===== src/rtl/fifo_rd_ptr_empty.sv =====
// Read-side pointer and empty/level controller for the async FIFO.
// Runs only in rd_clk; consumes the synchronized Gray write pointer.
module fifo_rd_ptr_empty #(
  parameter int ADDR_WIDTH      = 6,
  parameter int ALMOST_EMPTY_TH = 4
) (
  input  logic                  rd_clk,
  input  logic                  rd_rst,
  input  logic                  rd_en,
  input  logic [ADDR_WIDTH:0]   rd_sync_wr_ptr,
  output logic [ADDR_WIDTH-1:0] rd_addr,
  output logic [ADDR_WIDTH:0]   rd_ptr,
  output logic                  rd_empty,
  output logic                  rd_almost_empty,
  output logic [ADDR_WIDTH:0]   rd_count,
  output logic                  rd_underflow
);

  localparam int PW = ADDR_WIDTH + 1;
  localparam logic [PW:0] TH = PW'(ALMOST_EMPTY_TH);

  logic [PW-1:0] rd_bin;
  logic [PW-1:0] rd_bin_next;
  logic [PW-1:0] rd_gray_next;
  logic [PW-1:0] wr_bin;
  logic [PW-1:0] level_next;
  logic          rd_inc;

  function automatic logic [PW-1:0] g2b(input logic [PW-1:0] g);
    logic [PW-1:0] b;
    b[PW-1] = g[PW-1];
    for (int i = PW - 2; i >= 0; i--)
      b[i] = b[i+1] ^ g[i];
    return b;
  endfunction

  always_comb begin
    rd_inc       = rd_en & ~rd_empty;
    rd_bin_next  = rd_bin + {{(PW-1){1'b0}}, rd_inc};
    rd_gray_next = (rd_bin_next >> 1) ^ rd_bin_next;
    wr_bin       = g2b(rd_sync_wr_ptr);
    level_next   = wr_bin - rd_bin_next;
  end

  assign rd_addr = rd_bin[ADDR_WIDTH-1:0];

  // Empty compares full-width Gray values so the wrap bit disambiguates full.
  always_ff @(posedge rd_clk) begin
    if (rd_rst) begin
      rd_bin          <= '0;
      rd_ptr          <= '0;
      rd_empty        <= 1'b1;
      rd_almost_empty <= 1'b1;
      rd_count        <= '0;
      rd_underflow    <= 1'b0;
    end else begin
      rd_bin          <= rd_bin_next;
      rd_ptr          <= rd_gray_next;
      rd_empty        <= (rd_gray_next == rd_sync_wr_ptr);
      rd_almost_empty <= ({1'b0, level_next} <= TH);
      rd_count        <= level_next;
      if (rd_en & rd_empty)
        rd_underflow  <= 1'b1;
    end
  end

endmodule

===== config.mk =====
export PLATFORM = sky130hd
export DESIGN_NAME = fifo_rd_ptr_empty
export DESIGN_NICKNAME = d
export VERILOG_FILES = /design/src/rtl/fifo_rd_ptr_empty.sv
export SDC_FILE = /design/constraint.sdc
export NUM_CORES = 1
export LEC_CHECK = 0
export ABC_AREA = 1
export CAP_MARGIN = 20
export CORE_MARGIN = 4
export CORE_UTILIZATION = 35
export DETAILED_ROUTE_END_ITERATION = 6
export GPL_TIMING_DRIVEN = 0
export MAX_ROUTING_LAYER = met4
export SLEW_MARGIN = 15
export SYNTH_ARGS = -nofsm -noshare
export SYNTH_HDL_FRONTEND = slang
export SYNTH_SLANG_ARGS = --single-unit

===== constraint.sdc =====
create_clock -name rd_clk -period 3.8 [get_ports rd_clk]
set_input_delay 1.14 -clock rd_clk [delete_from_list [all_inputs] [get_ports rd_clk]]
set_output_delay 1.14 -clock rd_clk [all_outputs]
set_load 0.005 [all_outputs]

After elaboration in Yosys (flattened, before gate mapping)
Cells that the tools add are included.
{ "totals": {"reg_bits": 24, "inputBits": 10, "output_inout_bits": 23, "word_cells": 20} }
{ "op_classes": {"add_sub_neg": 2, "n_lt_le_gt_ge": 1, "n_eq_ne": 1, "bitwise_logic": 10} }
{ "op_table": {"columns": ["op", "count"], "rows": [
  ["adder 7 x 1 -> 7 bit", 1],
  ["equality test 7 bit", 1],
  ["<= comparator 7 x 3 -> 1 bit, second input constant", 1],
  ["subtractor 7 bit", 1],
  ["bitwise XOR 6 x 7 -> 7 bit", 1],
  ["bitwise XOR 1 bit", 6],
  ["bitwise AND 1 bit", 2],
  ["inverter 1 bit", 1]
]} }

Logic depth before layout (Yosys ltp)
Gate-level depths: netlist (run 1).
{ "depth": {"word_depth": 8, "mapped_depth": 22, "mapped_depth_nobuf": 22} }

Worst setup path before layout (run 1)
No wires, ideal clock.
{ "synth_timing": {"kind": "in2reg", "start": "input port rd_sync_wr_ptr[6]", "end": "register rd_almost_empty", "setup_ns": 0.113, "arrival_ns": 3.263, "t_required_ns": 3.687, "path_slack_ns": 0.424, "path_stages": 21, "path_buffers": 0, "path_cell_list": "inv_2 > nand2_1 > nand3_2 > nand2_2 > nand2_2 > nand3_2 > nand2_2 > xor2_1 > xnor2_1 > ha_1 > inv_1 > fa_1 > nand2_1 > nand3b_1 > nand2_1 > nand2_1 > nand2_1 > nand2_1 > nand2_1 > nand2_1 > nor2_2"} }
{ "synth_between": {"elab_chain_cells": 8} }
{ "synth_lines": {"columns": ["element", "line", "rtl"], "rows": [
  ["start: declaration", "10", "input logic [ADDR_WIDTH:0] rd_sync_wr_ptr,"],
  ["bitwise XOR 1 bit (6 in a row)", "33", "b[i] = b[i+1] ^ g[i];"],
  ["subtractor 7 bit (*)", "42", "level_next = wr_bin - rd_bin_next;"],
  ["<= comparator 7 x 3 -> 1 bit (*)", "60", "rd_almost_empty <= ({1'b0, level_next} <= TH);"],
  ["end signal: assignment", "60", null],
  ["end: declaration", "14", "output logic rd_almost_empty,"]
]} }
Every way passes the cells marked *; elsewhere a longest branch is shown, timed or not.
A chain may end at the register's enable or synchronous reset.

Final worst setup path (run 1)
{ "layout_timing": {"start": "input port rd_en", "end": "register rd_almost_empty"} }
{ "layout_between": {"elab_chain_cells": 4} }
{ "layout_lines": {"columns": ["element", "line", "rtl"], "rows": [
  ["start: declaration", "9", "input logic rd_en,"],
  ["bitwise AND 1 bit", "38", "rd_inc = rd_en & ~rd_empty;"],
  ["adder 7 x 1 -> 7 bit", "39", "rd_bin_next = rd_bin + {{(PW-1){1'b0}}, rd_inc};"],
  ["subtractor 7 bit", "42", null],
  ["<= comparator 7 x 3 -> 1 bit", "60", null]
]} }
No other way between the ends.

==> key figures, run 1 <==
GRT
  – Total grt overflow: 0
  – First-pass GRT wire length: 4.86 mm
  – Vias in the first global route: 1,077
  – Gr usage total: 0.125
  – Initial antenna violation count: 0
  – Largest net degree at the start of global routing: 15

Power and ir drop
  – Int Pwr: 0.426 mW
  – Seq pwr share: 0.435
  – Clk network pwr share: 0.252
  – Static Leakage: 0.864 nW
  – Combinational share of power: 0.314
  – VDD IR max: 0.000158 V
  – Psw: 0.181 mW
  – Pwr dens: around 330 nW/µm²
  – Switching Share: 0.298

Synth
  – Area leader, netlist: dfxtp_1
  – Predominant post-synthesis flop cell: dfxtp_1
  – Yosys reg bits: 23
  – Sequential-to-total area share from yosys stat: 0.340
  – Syn nets: 193
  – Synth Area per Inst: 7.77 µm²
  – Synth Warn #: 0
  – Post-synthesis instance total: 174
  – Most frequent cell after synthesis: nand2_1
  – Asr flop ratio synth: 0
  – Synth top cells by count: 31 x nand2_1, 23 x dfxtp_1, 22 x nor2_1
  – Cell variety after synth: 23
  – Netlist Area Pre-Place: 1350 µm²
  – Area contributors post-synth: dfxtp_1 34%, nand2_1 8.6%, xor2_1 8.4%
  – Yosys top cell area share: 0.340
  – Post-synth EDFFs: 0

Final layout
  – Area growth syn-to-layout: 37.0%
  – Share of post-route cells with drive strength above 1: 0.179
  – Final cell count without fillers: 260
  – N_diodes: 0
  – Fin area: 1850 µm²
  – Nets: 232
  – Final Util: 0.502

Clock tree
  – Worst skew pair latency: 0.26 ns
  – CTS H-tree depth: 1
  – Hold_buf cts: 0
  – CTS tree: yes
  – Clock buffer depth: 2
  – TritonCTS Sinks: 23
  – CTS buffer count: 3
  – Clock transition at the registers of the reported paths: 0.08 ns
  – Root Driver: clkbuf_8

Critical path
  – Crit Path Class: input pin to flip-flop
  – Critical Path End Type: flip-flop
  – CP max FO: 5
  – Startpoint Class: input pin
  – Critical Path RT: a little under 4 ns
  – Crit path DAT: 3.71 ns

STA
  – Min cycle time layout: 3.55 ns
  – Least-Margin Pin Slew: between 0.5 and 0.6 ns
  – Final hold violations: 0
  – Period utilization: 0.935
  – Hold WS: 0.481 ns
  – Final setup fails: 0
  – Worst setup margin: 0.248 ns
  – Slew margin rel.: 0.664
  – Max-slew violations: 0
  – Worst Skew: between 0.009 and 0.01 ns
  – Maximum clock rate: 282 MHz

Placed design
  – Placed cells: 254
  – DPL Wire Length: 2.26 mm
  – Placed cell area: 1730 µm²
  – Gpl congestion: 0.797
  – DP Worst Slack: -0.339 ns
  – Port Buffers: 32

Die
  – FP Rows: 22
  – Boundary Pins: 33
  – Chip width: around 70 µm
  – Initial Util: 0.367
  – Total core area: between 3000 and 4000 µm²
  – Die Ht: 70.2 µm
  – Total Die Area: 4920 µm²

Drt
  – Routed wire length: about 2.8 mm
  – Via/cell ratio: 4.42
  – Final ANT Viol Nets: 0
  – Number of DRC markers in iteration 0: 49
  – DRC viols: 0
  – Number of iterations in the first detailed-routing pass: 4
  – Vias after detailed routing: roughly 1,100
  – Wire length per cell: about 11 µm

Worst hold path
  – Hold Crit Class: flip-flop to flip-flop

Status
  – Outcome: finished clean

Run
  – Number of max-cap violations: 0
[through the flow]
step	power (mW)	TNS (ns)
after global routing	0.652	-0.000190
final	0.607	0
after CTS	0.605	0
after global placement	0.449	-0.678
after detailed placement	0.449	-0.623
after floorplan	0.383	0
[logic make-up (layout without fill, tap and decap cells)]
family / Yosys count / after routing / synth area share
simple gates: 91 / 91 / 0.340
buf+inv: 26 / 64 / 0.0722
flops: 23 / 23 / 0.340
xor+xnor: 17 / 17 / 0.121
fa+ha+maj: 9 / 9 / 0.0888
compound gates: 8 / 8 / 0.0370
[per-layer routing]
layer,vias to the layer above,global-route usage,share of wire
li1,623,-,-
met1,502,0.158,0.50
met2,21,0.203,0.46
met3,2,0.0187,0.037
met4,0,0.0447,0.011
met5,-,-,0
[flip-flops by register name, summed over array words and instances (netlist names)]
| register | flops |
|---|---|
| rd_ptr | 7 |
| rd_almost_empty | 1 |
| rd_count | 7 |
| rd_bin | 6 |
| rd_underflow | 1 |
| rd_empty | 1 |
[path summary, 6_finish.rpt]
check	startpoint	end	slack, ns	cells past startpoint
max	rd_en	rd_almost_empty	0.25	18
max reg2reg	rd_empty	rd_almost_empty	1.29	16
min reg2reg	rd_underflow	rd_underflow	0.48	2
min	rd_underflow	rd_underflow	0.48	2
[timing repair]
item / CTS / global route
cloned: 0 / 0
resized for setup: 1 / 10
setup endpoints to repair: 1 / 3
buffers inserted: 0 / 2
pin swaps: 0 / 3
[power groups by stage]
stage,sequential (mW),combinational [mW],clock (mW)
finish,0.264,0.190,0.153
global route,0.266,0.218,0.168
CTS,0.264,0.182,0.159
detailed placement,0.270,0.180,0
global placement,0.269,0.180,0
floorplan,0.272,0.110,0
[cells in the final DEF (no fill, tap or decap)]
cell type / netlist / layout
xor2_4: 0 / 1
xnor2_2: 1 / 1
a21oi_1: 6 / 6
xor2_2: 1 / 2
nor3_1: 1 / 1
nor2_1: 22 / 22
nand2_2: 6 / 6
xor2_1: 13 / 11
clkbuf_8: 0 / 3
nand3_2: 10 / 10
fa_2: 0 / 1
ha_1: 8 / 8
clkbuf_1: 2 / 2
buf_4: 0 / 2
nand3_4: 0 / 1
nand2_4: 0 / 1
nand4_1: 3 / 3
nand3_1: 12 / 11
nand2_1: 31 / 30
clkinvlp_4: 0 / 1
dfxtp_1: 23 / 23
inv_1: 20 / 20
xnor2_1: 2 / 2
nor2_2: 3 / 3
dlymetal6s2s_1: 0 / 3
or2_1: 1 / 1
a21boi_2: 1 / 1
inv_2: 4 / 4
nand3b_1: 2 / 2
a21oi_2: 1 / 1
clkdlybuf4s50_1: 0 / 29
[worst max-delay path, stage by stage]
cell and delay (ns):
clkdlybuf4s50_1 0.48, inv_1 0.04, nor2_1 0.15, ha_1 0.19, ha_1 0.17, nand2_1 0.07
inv_1 0.08, nand2_1 0.08, xor2_2 0.22, inv_1 0.11, ha_1 0.38, nand2_1 0.07
inv_1 0.10, nand3_2 0.10, nand3_1 0.10, nand2_1 0.07, nor2_2 0.11, nor2_2 0.05
[area by class of cell]
class | count | area [µm²]
fill | 381 | 1840
multi-input combinational | 125 | 843
sequential | 23 | 460
timing repair buffer | 34 | 343
inverter | 24 | 90.1
tap | 48 | 60.1
clock buffer | 3 | 41.3
clock inverter | 1 | 7.51
buffer | 2 | 7.51
(Power assumes the default switching activity.)
==> run 2: changes to the inputs <==
--- a/config.mk
+++ b/config.mk
@@ -10,7 +10,6 @@
 export CORE_MARGIN = 4
 export CORE_UTILIZATION = 35
 export DETAILED_ROUTE_END_ITERATION = 6
-export GPL_TIMING_DRIVEN = 0
 export MAX_ROUTING_LAYER = met4
 export SLEW_MARGIN = 15
 export SYNTH_ARGS = -nofsm -noshare
==> run 2 against run 1 <==
Effect of this change:
- final area grew 3.4%
- non-clock buffer count increased by 12
- sequential power about the same
- cell count is 4.6% higher
- via count increased by 3.5%
- worst hold slack improved by 0.00059 ns
- flip-flop and latch count unchanged
- clock power about the same
- clock skew fell by 0.0079 ns
- critical path type unchanged
==> key figures, run 2 (synthesis results as in run 1) <==
GRT
  – Total grt overflow: 0
  – Gr usage total: 0.132
  – First-pass GRT wire length: roughly 5.2 mm
  – Largest net degree at the start of global routing: 21
  – Initial antenna violation count: 0
  – Vias in the first global route: 1,247

Drt
  – Number of iterations in the first detailed-routing pass: 4
  – DRC viols: 0
  – Metal2 WL: between 1 and 1.5 mm
  – Vias after detailed routing: between 1,000 and 1,500
  – Routed wire length: 2.82 mm
  – Number of DRC markers in iteration 0: 32
  – Wire length per cell: 10.4 µm
  – Final ANT Viol Nets: 0
  – M1 WL: approximately 1.4 mm
  – Max Used Layer: met4
  – Via/cell ratio: 4.37
  – Met3 Routed Length: 98 µm

Die
  – Total Die Area: 4920 µm²
  – Chip width: 70.2 µm
  – FP Rows: 22
  – Initial Util: 0.367
  – Total core area: around 3700 µm²
  – Boundary Pins: 33
  – Die Ht: ~70 µm

Final layout
  – Share of post-route cells with drive strength above 1: 0.228
  – Nets: 244
  – Top flop regs: rd_count: 7 flops, rd_ptr: 7 flops, rd_bin: 6 flops
  – Commonest cells after routing, fill and taps aside: 30 x nand2_1, 30 x clkdlybuf4s50_1, 23 x dfxtp_1
  – Area growth syn-to-layout: 41.7%
  – N_diodes: 0

STA
  – Least-Margin Pin Slew: 0.352 ns
  – Final hold violations: 0
  – Maximum clock rate: 284 MHz
  – Fin Setup TNS: 0 ns
  – Slew margin rel.: 0.765
  – Min cycle time layout: 3.52 ns
  – Hold WS: 0.481 ns
  – Period utilization: 0.925
  – Worst setup margin: 0.284 ns
  – RSZ-0062 raised after global routing: false
  – Final setup fails: 0
  – Max-slew violations: 0
  – Worst Skew: 0.00148 ns

Power and ir drop
  – Int Pwr: 0.440 mW
  – Seq pwr share: 0.424
  – Pwr dens: 324 nW/µm²
  – Clk network pwr share: 0.247
  – Switching Share: 0.292
  – VDD IR max: 0.000128 V
  – Combinational share of power: 0.329
  – Power, Total: slightly above 0.6 mW
  – Psw: 0.182 mW
  – Static Leakage: 0.911 nW

Worst hold path
  – Hold Crit Class: flip-flop to flip-flop

Clock tree
  – Clock buffer depth: 2
  – CTS tree: yes
  – TritonCTS Sinks: 23
  – Worst skew pair latency: approximately 0.26 ns
  – Root Driver: clkbuf_8
  – CTS H-tree depth: 1
  – CTS buffer count: 3
  – Clock transition at the registers of the reported paths: 0.08 ns

Placed design
  – Port Buffers: 32
  – DP Worst Slack: -0.141 ns
  – DPL Wire Length: ~2.4 mm
  – Gpl congestion: 0.831

Critical path
  – Critical Path RT: 3.97 ns
  – Crit path DAT: 3.68 ns
  – Worst path max stage delay: around 0.53 ns
  – Critical Path End Type: flip-flop
  – Crit Path Class: input pin to flip-flop
  – Slowest CP cell: clkdlybuf4s50_1
  – CP max FO: 3
  – Cell Chain, Critical Path: clkdlybuf4s50_1 > inv_2 > nand3_2 > nand2_2 > nand2_2 > nand3_2 > nand2_2 > xor2_2 > xnor2_1 > ha_1 > inv_1 > fa_2 > inv_1 > nand2_1 > nand3_1 > nand2_1 > inv_1 > nand2_1 > nand2_1 > nand2_1 > nor2_2
  – Critical Path Most Common Cell: nand2_1
  – Startpoint Class: input pin

Run
  – Number of max-cap violations: 0

Status
  – Outcome: finished clean
[run 2: changes by cell type in the layout (fill, tap and decap cells not counted), sizes merged]
cell | previous run | this run
dlymetal6s2s | 3 | 2
clkdlybuf4s50 | 29 | 30
buf | 2 | 16
clkbuf | 5 | 3
[run 2: worst max-delay path: cells and delay by family]
| kind | cells | cell delay [ns] |
|---|---|---|
| xor+xnor | 2 | 0.30 |
| simple gates | 12 | 0.81 |
| buf+inv | 5 | 0.75 |
| fa+ha+maj | 2 | 0.67 |
[run 2: power by group through the flow]
stage | sequential (mW) | combinational [mW] | clock (mW)
after floorplan | 0.272 | 0.110 | 0
after global placement | 0.269 | 0.202 | 0
after detailed placement | 0.270 | 0.202 | 0
after CTS | 0.264 | 0.203 | 0.162
after global routing | 0.266 | 0.231 | 0.173
final | 0.264 | 0.204 | 0.154
[run 2: final timing paths]
check / depth (start not counted) / endpoint / start / slack [ns]
max: 21 / rd_almost_empty / rd_sync_wr_ptr[4] / 0.28
min: 2 / rd_underflow / rd_underflow / 0.48
max reg2reg: 16 / rd_almost_empty / rd_empty / 1.46
min reg2reg: 2 / rd_underflow / rd_underflow / 0.48
[run 2: per-stage QoR]
stage | util | cells | instance area (µm²)
after floorplan | - | 174 | 1350
after global placement | 0.500 | 268 | 1850
after detailed placement | 0.500 | 268 | 1850
after CTS | 0.514 | 272 | 1890
after global routing | 0.520 | 272 | 1920
final | 0.520 | 272 | 1920
[run 2: final cells by class]
class | instances | area (µm²)
Sequential cell | 23 | 460
Clock buffer | 3 | 41.3
Inverter | 24 | 90.1
Clock inverter | 1 | 7.51
Multi-Input combinational cell | 125 | 812
Timing Repair Buffer | 48 | 445
Tap cell | 48 | 60.1
Fill cell | 375 | 1770
[run 2: layer usage]
layer | track usage | vias up
met1 | 0.147 | 514
li1 | - | 641
met3 | 0.0216 | 4
met5 | - | -
met4 | 0.0574 | 0
met2 | 0.231 | 29
[run 2: repair_timing]
action / 4_1_cts / 5_1_grt
setup buffers: 0 / 0
resized for setup: 0 / 6
endpoints found under the setup margin: 0 / 3
hold buffers: 0 / 0
